$ cat src/rtl/user_io_link_monitor.sv
// Lane-health monitor: debounced per-lane up state, link-down counters, sticky alarms and CSR access.
// Define USER_IO_LINKMON_PUSH_EN to build the flow-controlled status push path on the UIO response port.
module user_io_link_monitor #(
    parameter int unsigned NUM_QSFP        = 2,
    parameter int unsigned LANES           = 4,
    parameter int unsigned UIO_PORTS_WIDTH = 128,
    parameter int unsigned DEBOUNCE_CYCLES = 1024,
    parameter int unsigned CNT_WIDTH       = 16,
    parameter int unsigned PUSH_PERIOD     = 256,
    localparam int unsigned NL             = NUM_QSFP * LANES
) (
    input  logic                       clk_per,
    input  logic                       reset_per,
    input  logic [NL-1:0]              i_lane_up,
    input  logic [NL-1:0]              i_chan_up,
    input  logic [NL-1:0]              i_fatal_alarm,
    input  logic [NL-1:0]              i_corr_alarm,
    input  logic [15:0]                i_csr_addr,
    input  logic [63:0]                i_csr_data,
    input  logic                       i_csr_wr_vld,
    input  logic                       i_csr_rd_vld,
    output logic [63:0]                o_csr_data,
    output logic                       o_csr_rd_ack,
    output logic                       o_uio_rs_vld,
    output logic [UIO_PORTS_WIDTH-1:0] o_uio_rs_data,
    input  logic                       i_uio_rs_afull
);

    localparam int unsigned DW = (DEBOUNCE_CYCLES > 1) ? $clog2(DEBOUNCE_CYCLES) : 1;
    localparam int unsigned SW = 4 * NL;
    localparam logic [63:0] BAD_ADDR_DATA = 64'hdeadbeefdeadbeef;

    typedef enum logic [1:0] {ST_DOWN, ST_DEBOUNCE, ST_UP} lane_st_e;

    logic [SW-1:0]        sync1_q, sync2_q, sync_d;
    logic [NL-1:0]        lane_up_s, chan_up_s, fatal_s, corr_s;
    lane_st_e             state_q [NL];
    lane_st_e             state_d [NL];
    logic [DW-1:0]        dcnt_q [NL];
    logic [DW-1:0]        dcnt_d [NL];
    logic [CNT_WIDTH-1:0] down_cnt_q [NL];
    logic [CNT_WIDTH-1:0] down_cnt_d [NL];
    logic [NL-1:0]        up_vec;
    logic [63:0]          scratch_q, scratch_d;
    logic [NL-1:0]        sticky_fatal_q, sticky_fatal_d;
    logic [NL-1:0]        sticky_corr_q, sticky_corr_d;
    logic [63:0]          csr_data_q, csr_data_d;
    logic                 csr_ack_q, csr_ack_d;
    logic                 cnt_clr_c;
    logic [63:0]          rd_data_c;

    // Two-flop synchronisers for all raw asynchronous inputs.
    assign sync_d    = {i_corr_alarm, i_fatal_alarm, i_chan_up, i_lane_up};
    assign lane_up_s = sync2_q[0*NL +: NL];
    assign chan_up_s = sync2_q[1*NL +: NL];
    assign fatal_s   = sync2_q[2*NL +: NL];
    assign corr_s    = sync2_q[3*NL +: NL];

    always_comb begin
        for (int i = 0; i < NL; i++) begin
            up_vec[i] = (state_q[i] == ST_UP);
        end
    end

    // Per-lane debounce/hysteresis FSM and saturating link-down counter; a clear beats a down event.
    always_comb begin
        state_d    = state_q;
        dcnt_d     = dcnt_q;
        down_cnt_d = down_cnt_q;
        for (int i = 0; i < NL; i++) begin
            case (state_q[i])
                ST_DOWN: begin
                    if (lane_up_s[i]) begin
                        state_d[i] = ST_DEBOUNCE;
                        dcnt_d[i]  = '0;
                    end
                end
                ST_DEBOUNCE: begin
                    if (!lane_up_s[i]) begin
                        state_d[i] = ST_DOWN;
                    end else if (dcnt_q[i] == DW'(DEBOUNCE_CYCLES - 1)) begin
                        state_d[i] = ST_UP;
                    end else begin
                        dcnt_d[i] = dcnt_q[i] + DW'(1);
                    end
                end
                ST_UP: begin
                    if (!lane_up_s[i]) begin
                        state_d[i] = ST_DOWN;
                        if (down_cnt_q[i] != '1) begin
                            down_cnt_d[i] = down_cnt_q[i] + CNT_WIDTH'(1);
                        end
                    end
                end
                default: state_d[i] = ST_DOWN;
            endcase
            if (cnt_clr_c) begin
                down_cnt_d[i] = '0;
            end
        end
    end

    // CSR writes: scratch, W1C sticky alarms (set wins), counter clear.
    always_comb begin
        cnt_clr_c      = i_csr_wr_vld && (i_csr_addr == 16'h0018);
        scratch_d      = scratch_q;
        sticky_fatal_d = sticky_fatal_q;
        sticky_corr_d  = sticky_corr_q;
        if (i_csr_wr_vld && (i_csr_addr == 16'h0008)) begin
            scratch_d = i_csr_data;
        end
        if (i_csr_wr_vld && (i_csr_addr == 16'h0010)) begin
            sticky_fatal_d = sticky_fatal_q & ~i_csr_data[0 +: NL];
            sticky_corr_d  = sticky_corr_q & ~i_csr_data[32 +: NL];
        end
        sticky_fatal_d = sticky_fatal_d | fatal_s;
        sticky_corr_d  = sticky_corr_d | corr_s;
    end

    // CSR read mux; counter window at 0x0100 + 8*lane.
    always_comb begin
        rd_data_c = BAD_ADDR_DATA;
        case (i_csr_addr)
            16'h0000: rd_data_c = {16'h0, 16'(chan_up_s), 16'h0, 16'(up_vec)};
            16'h0008: rd_data_c = scratch_q;
            16'h0010: rd_data_c = {16'h0, 16'(sticky_corr_q), 16'h0, 16'(sticky_fatal_q)};
            16'h0018: rd_data_c = '0;
            default: begin
                if ((i_csr_addr[15:7] == 9'h002) && (i_csr_addr[2:0] == 3'b000)) begin
                    for (int i = 0; i < NL; i++) begin
                        if (i_csr_addr[6:3] == 4'(i)) begin
                            rd_data_c = 64'(down_cnt_q[i]);
                        end
                    end
                end
            end
        endcase
    end

    always_comb begin
        csr_ack_d  = i_csr_rd_vld;
        csr_data_d = i_csr_rd_vld ? rd_data_c : csr_data_q;
    end

    always_ff @(posedge clk_per or posedge reset_per) begin
        if (reset_per) begin
            sync1_q        <= '0;
            sync2_q        <= '0;
            scratch_q      <= '0;
            sticky_fatal_q <= '0;
            sticky_corr_q  <= '0;
            csr_data_q     <= '0;
            csr_ack_q      <= 1'b0;
            for (int i = 0; i < NL; i++) begin
                state_q[i]    <= ST_DOWN;
                dcnt_q[i]     <= '0;
                down_cnt_q[i] <= '0;
            end
        end else begin
            sync1_q        <= sync_d;
            sync2_q        <= sync1_q;
            scratch_q      <= scratch_d;
            sticky_fatal_q <= sticky_fatal_d;
            sticky_corr_q  <= sticky_corr_d;
            csr_data_q     <= csr_data_d;
            csr_ack_q      <= csr_ack_d;
            for (int i = 0; i < NL; i++) begin
                state_q[i]    <= state_d[i];
                dcnt_q[i]     <= dcnt_d[i];
                down_cnt_q[i] <= down_cnt_d[i];
            end
        end
    end

    assign o_csr_data   = csr_data_q;
    assign o_csr_rd_ack = csr_ack_q;

`ifdef USER_IO_LINKMON_PUSH_EN
    localparam int unsigned PW = $clog2(PUSH_PERIOD);

    logic [PW-1:0]              period_q, period_d;
    logic                       pending_q, pending_d;
    logic [NL-1:0]              last_up_q, last_up_d;
    logic                       vld_q, vld_d;
    logic [UIO_PORTS_WIDTH-1:0] data_q, data_d;
    logic [UIO_PORTS_WIDTH-1:0] push_data_c;
    logic                       req_c, fire_c;

    assign push_data_c = UIO_PORTS_WIDTH'({16'(sticky_corr_q), 16'(sticky_fatal_q),
                                           16'(chan_up_s), 16'(up_vec)});

    // Requests coalesce into pending; one cycle gap is forced between pushes.
    always_comb begin
        req_c     = (period_q == PW'(PUSH_PERIOD - 1)) || (up_vec != last_up_q);
        period_d  = (period_q == PW'(PUSH_PERIOD - 1)) ? '0 : period_q + PW'(1);
        fire_c    = (pending_q || req_c) && !i_uio_rs_afull && !vld_q;
        pending_d = (pending_q || req_c) && !fire_c;
        vld_d     = fire_c;
        data_d    = fire_c ? push_data_c : '0;
        last_up_d = fire_c ? up_vec : last_up_q;
    end

    always_ff @(posedge clk_per or posedge reset_per) begin
        if (reset_per) begin
            period_q  <= '0;
            pending_q <= 1'b0;
            last_up_q <= '0;
            vld_q     <= 1'b0;
            data_q    <= '0;
        end else begin
            period_q  <= period_d;
            pending_q <= pending_d;
            last_up_q <= last_up_d;
            vld_q     <= vld_d;
            data_q    <= data_d;
        end
    end

    assign o_uio_rs_vld  = vld_q;
    assign o_uio_rs_data = data_q;
`else
    logic unused_afull;

    assign unused_afull  = i_uio_rs_afull;
    assign o_uio_rs_vld  = 1'b0;
    assign o_uio_rs_data = '0;
`endif

endmodule

$ cat config.mk
export PLATFORM = sky130hd
export DESIGN_NAME = user_io_link_monitor
export DESIGN_NICKNAME = d
export VERILOG_FILES = /design/src/rtl/user_io_link_monitor.sv
export SDC_FILE = /design/constraint.sdc
export NUM_CORES = 1
export LEC_CHECK = 0
export CAP_MARGIN = 20
export CORE_UTILIZATION = 45
export DETAILED_ROUTE_END_ITERATION = 8
export PLACE_DENSITY = 0.7
export SLEW_MARGIN = 20
export SYNTH_ARGS = -nofsm -noshare
export SYNTH_HDL_FRONTEND = slang
export SYNTH_SLANG_ARGS = --single-unit
$ cat constraint.sdc
create_clock -name clk_per -period 44.3 [get_ports clk_per]
set_clock_uncertainty 0.05 [all_clocks]
set_input_delay 8.86 -clock clk_per [delete_from_list [all_inputs] [get_ports clk_per]]
set_output_delay 8.86 -clock clk_per [all_outputs]
set_load 0.01 [all_outputs]
==> qor.yml <==
seq_power_share_pct: 46.8
synthToLayoutAreaGrowth_pct: 15.96
syn-cell-area_mm2: 0.02171
p_per_area_mw_per_mm2: 34.75
numCtsBuffers: 48
gp_congestion: 0.9087
hold_viol: 0
synth-edff-count: 0
wl_per_cell_um: 17.76
synth-main-ff-cell: "dfrtp_1"
cts-root-buf: "clkbuf_16"
cp.required_ns: 44.66
antenna_found_initial: 0
critical_path_class: "in -> reg"
clockBufferDepth: 3
start_util_pct: 45.57
worstHoldPathType: "reg -> reg"
sw_frac_of_total_pct: 22.71
fin_ws_ns: 32.30
grt_max_degree: 171
async_flop_share_pct: 100.0
drt_iter0_drc: 1436
avgSynthCellArea_um2: 10.39
fillers: 4127
diodes: 0
ir_drop_mv: 0.02566
power.internal_w: 0.0006763
maxCapViolations: 0
fmax_mhz: 83.34
drive_gt1_share_pct: 9.107
maxSlewViolCount: 0
chipWidth_um: 221.7
setup_violations: 0
ctsHoldBuffers: 0
cp-start-kind: "primary input"
num_rows: 80
clock-sinks: 433
core_area_mm2: 0.04765
multi_input_comb_area_mm2: 0.009916
synth_cell_types: 74
regArea_mm2: 0.01084
place_inst: 2811
netlist_instances: 2090
dr.pass1.iters: 6
min_period_ns: 12.00
cts_resized: 0
dp_slack_ns: 31.69
clkTransAtPathRegs_ns: 0.06
whs_ns: 0.2954
p_clk_share_pct: 47.7
synth_common_cells: "dfrtp_1, nor2_1, nand2_1"
grt_pass1_vias: 15370
synth_top_area_cell: "dfrtp_1"
status: "finished, final reports clean"
tightest_slew_ns: 1.067
dieArea_mm2: 0.04913
ys.warnings.count: 0
clock_latency_ns: 0.59
rsz0062_at_grt: "false"
ios: 311
postCtsSetupBuffers: 0
grt_pass1_wl_um: 83710
route.detailed.drc: 0
crit_path_end_kind: "flip-flop"
synth_top_area_share_pct: 49.90
num_vias: 16150
netSwitchingPower_w: 0.0001988
fin_crit_sh_pct: 27.09
nNetsFinal: 2379
finalNonFillerCells: 2899
report.power.total_w: 0.0008751
p_comb_share_pct: 5.5
die_h_um: 221.7
synth-seq-cells: 433
placement.io_buffers: 180
routed_wirelength_um: 51490
worstPathArrival_ns: 12.36
synth_most_common_cell: "dfrtp_1"
viasPerCell: 5.570
ant_nets: 0
synth_area_leaders: "dfrtp_1, buf_4, mux2_4, nor2_1, xnor2_1"
cts_tree: "done"
leakage_nw: 10.55
dp_hpwl_um: 35060
tns_ns: 0
grt.total_usage_pct: 20.96
max_slew_margin_pct: 28.85
htree_levels: 2
worstPathMaxFanout: 102
yosysSeqAreaShare_pct: 49.90
gr-total-overflow: 0
final cells by class:
type / instances / share of cell area [%]
multi-input combinational: 1548 / 39.38
timing repair buffer: 193 / 7.563
sequential: 433 / 43.03
clock buffer: 72 / 5.565
tap: 615 / 3.056
clock inverter: 16 / 1.044
inverter: 22 / 0.3578
per-stage QoR:
stage          util (%)  area [um2]
6_report          52.85       25180
5_1_grt           52.85       25180
4_1_cts           52.83       25170
3_5_place_dp      49.33       23510
3_3_place_gp      49.33       23510
2_1_floorplan         -       22190
power by group through the flow:
stage               combinational [W]  sequential (W)  clock (W)
floorplan                   0.0000375        0.000415          0
global placement            0.0000478        0.000416          0
detailed placement          0.0000489        0.000416          0
CTS                         0.0000490        0.000409   0.000427
global route                0.0000538        0.000410   0.000444
finish                      0.0000486        0.000409   0.000417
per-layer routing:
layer | global-route usage [%] | vias to the layer above | routed length [um]
met5 | 0 | - | 0
met4 | 8.266 | 0 | 2025
met3 | 3.074 | 116 | 2561
met2 | 33.24 | 467 | 24440
met1 | 29.01 | 8040 | 22460
li1 | - | 7524 | -
worst max-delay path, stage by stage:
cell,delay [ns]
clkdlybuf4s50_1,0.56
or3_1,0.49
nor4_4,0.56
nand3_1,0.23
nor2_4,0.54
buf_4,0.91
nor2_1,0.13
cells by family (layout without fill, tap and decap cells):
group                      count (synthesis)  count (layout)  synth area share (%)
xor gates and xnor gates                 125             125                 5.042
AOI/OAI and AO/OA                        331             331                 10.04
buffers and inverters                    237             303                 6.730
other                                      1             129               0.01727
and+or+nand+nor                          815             815                 18.91
adders and majority gates                 16              16                0.9220
muxes                                    132             132                 8.436
DFF                                      433             433                 49.90
state kept, by name (all words and copies together), names as in the netlist:
name / cells
dcnt_q: 80
down_cnt_q: 128
o_csr_data: 64
o_csr_rd_ack: 1
scratch_q: 64
state_q: 16
sticky_corr_q: 8
sticky_fatal_q: 8
sync1_q: 32
sync2_q: 32
path summary, 6_finish.rpt:
path,cells after the start,endpoint,slack (ns),start
max,7,down_cnt_q[37],32.30,i_csr_addr[6]
min,0,sync2_q[16],0.30,sync1_q[16]
max reg2reg,5,down_cnt_q[59],41.89,state_q[6]
min reg2reg,0,sync2_q[16],0.30,sync1_q[16]
max in group asynchronous,4,dcnt_q[71],33.05,reset_per
min in group asynchronous,2,sync1_q[5],8.76,reset_per
cell usage in the layout (no fill, tap or decap), drive strengths merged, types with 22 or more instances in the layout:
master	netlist	routed
o21ai	87	87
nor2	237	237
nand3	87	87
a21oi	81	81
inv	22	24
nand2	168	168
clkbuf	48	72
nor4	38	38
nor2b	28	28
clkdlybuf4s50	0	178
xor2	46	46
a22o	32	32
nor3	60	60
mux2i	39	39
xnor2	79	79
dfrtp	433	433
a21o	24	24
conb	1	129
and3	22	22
nand4	56	56
mux2	78	78
No activity file was read; power rests on OpenSTA's default activity.
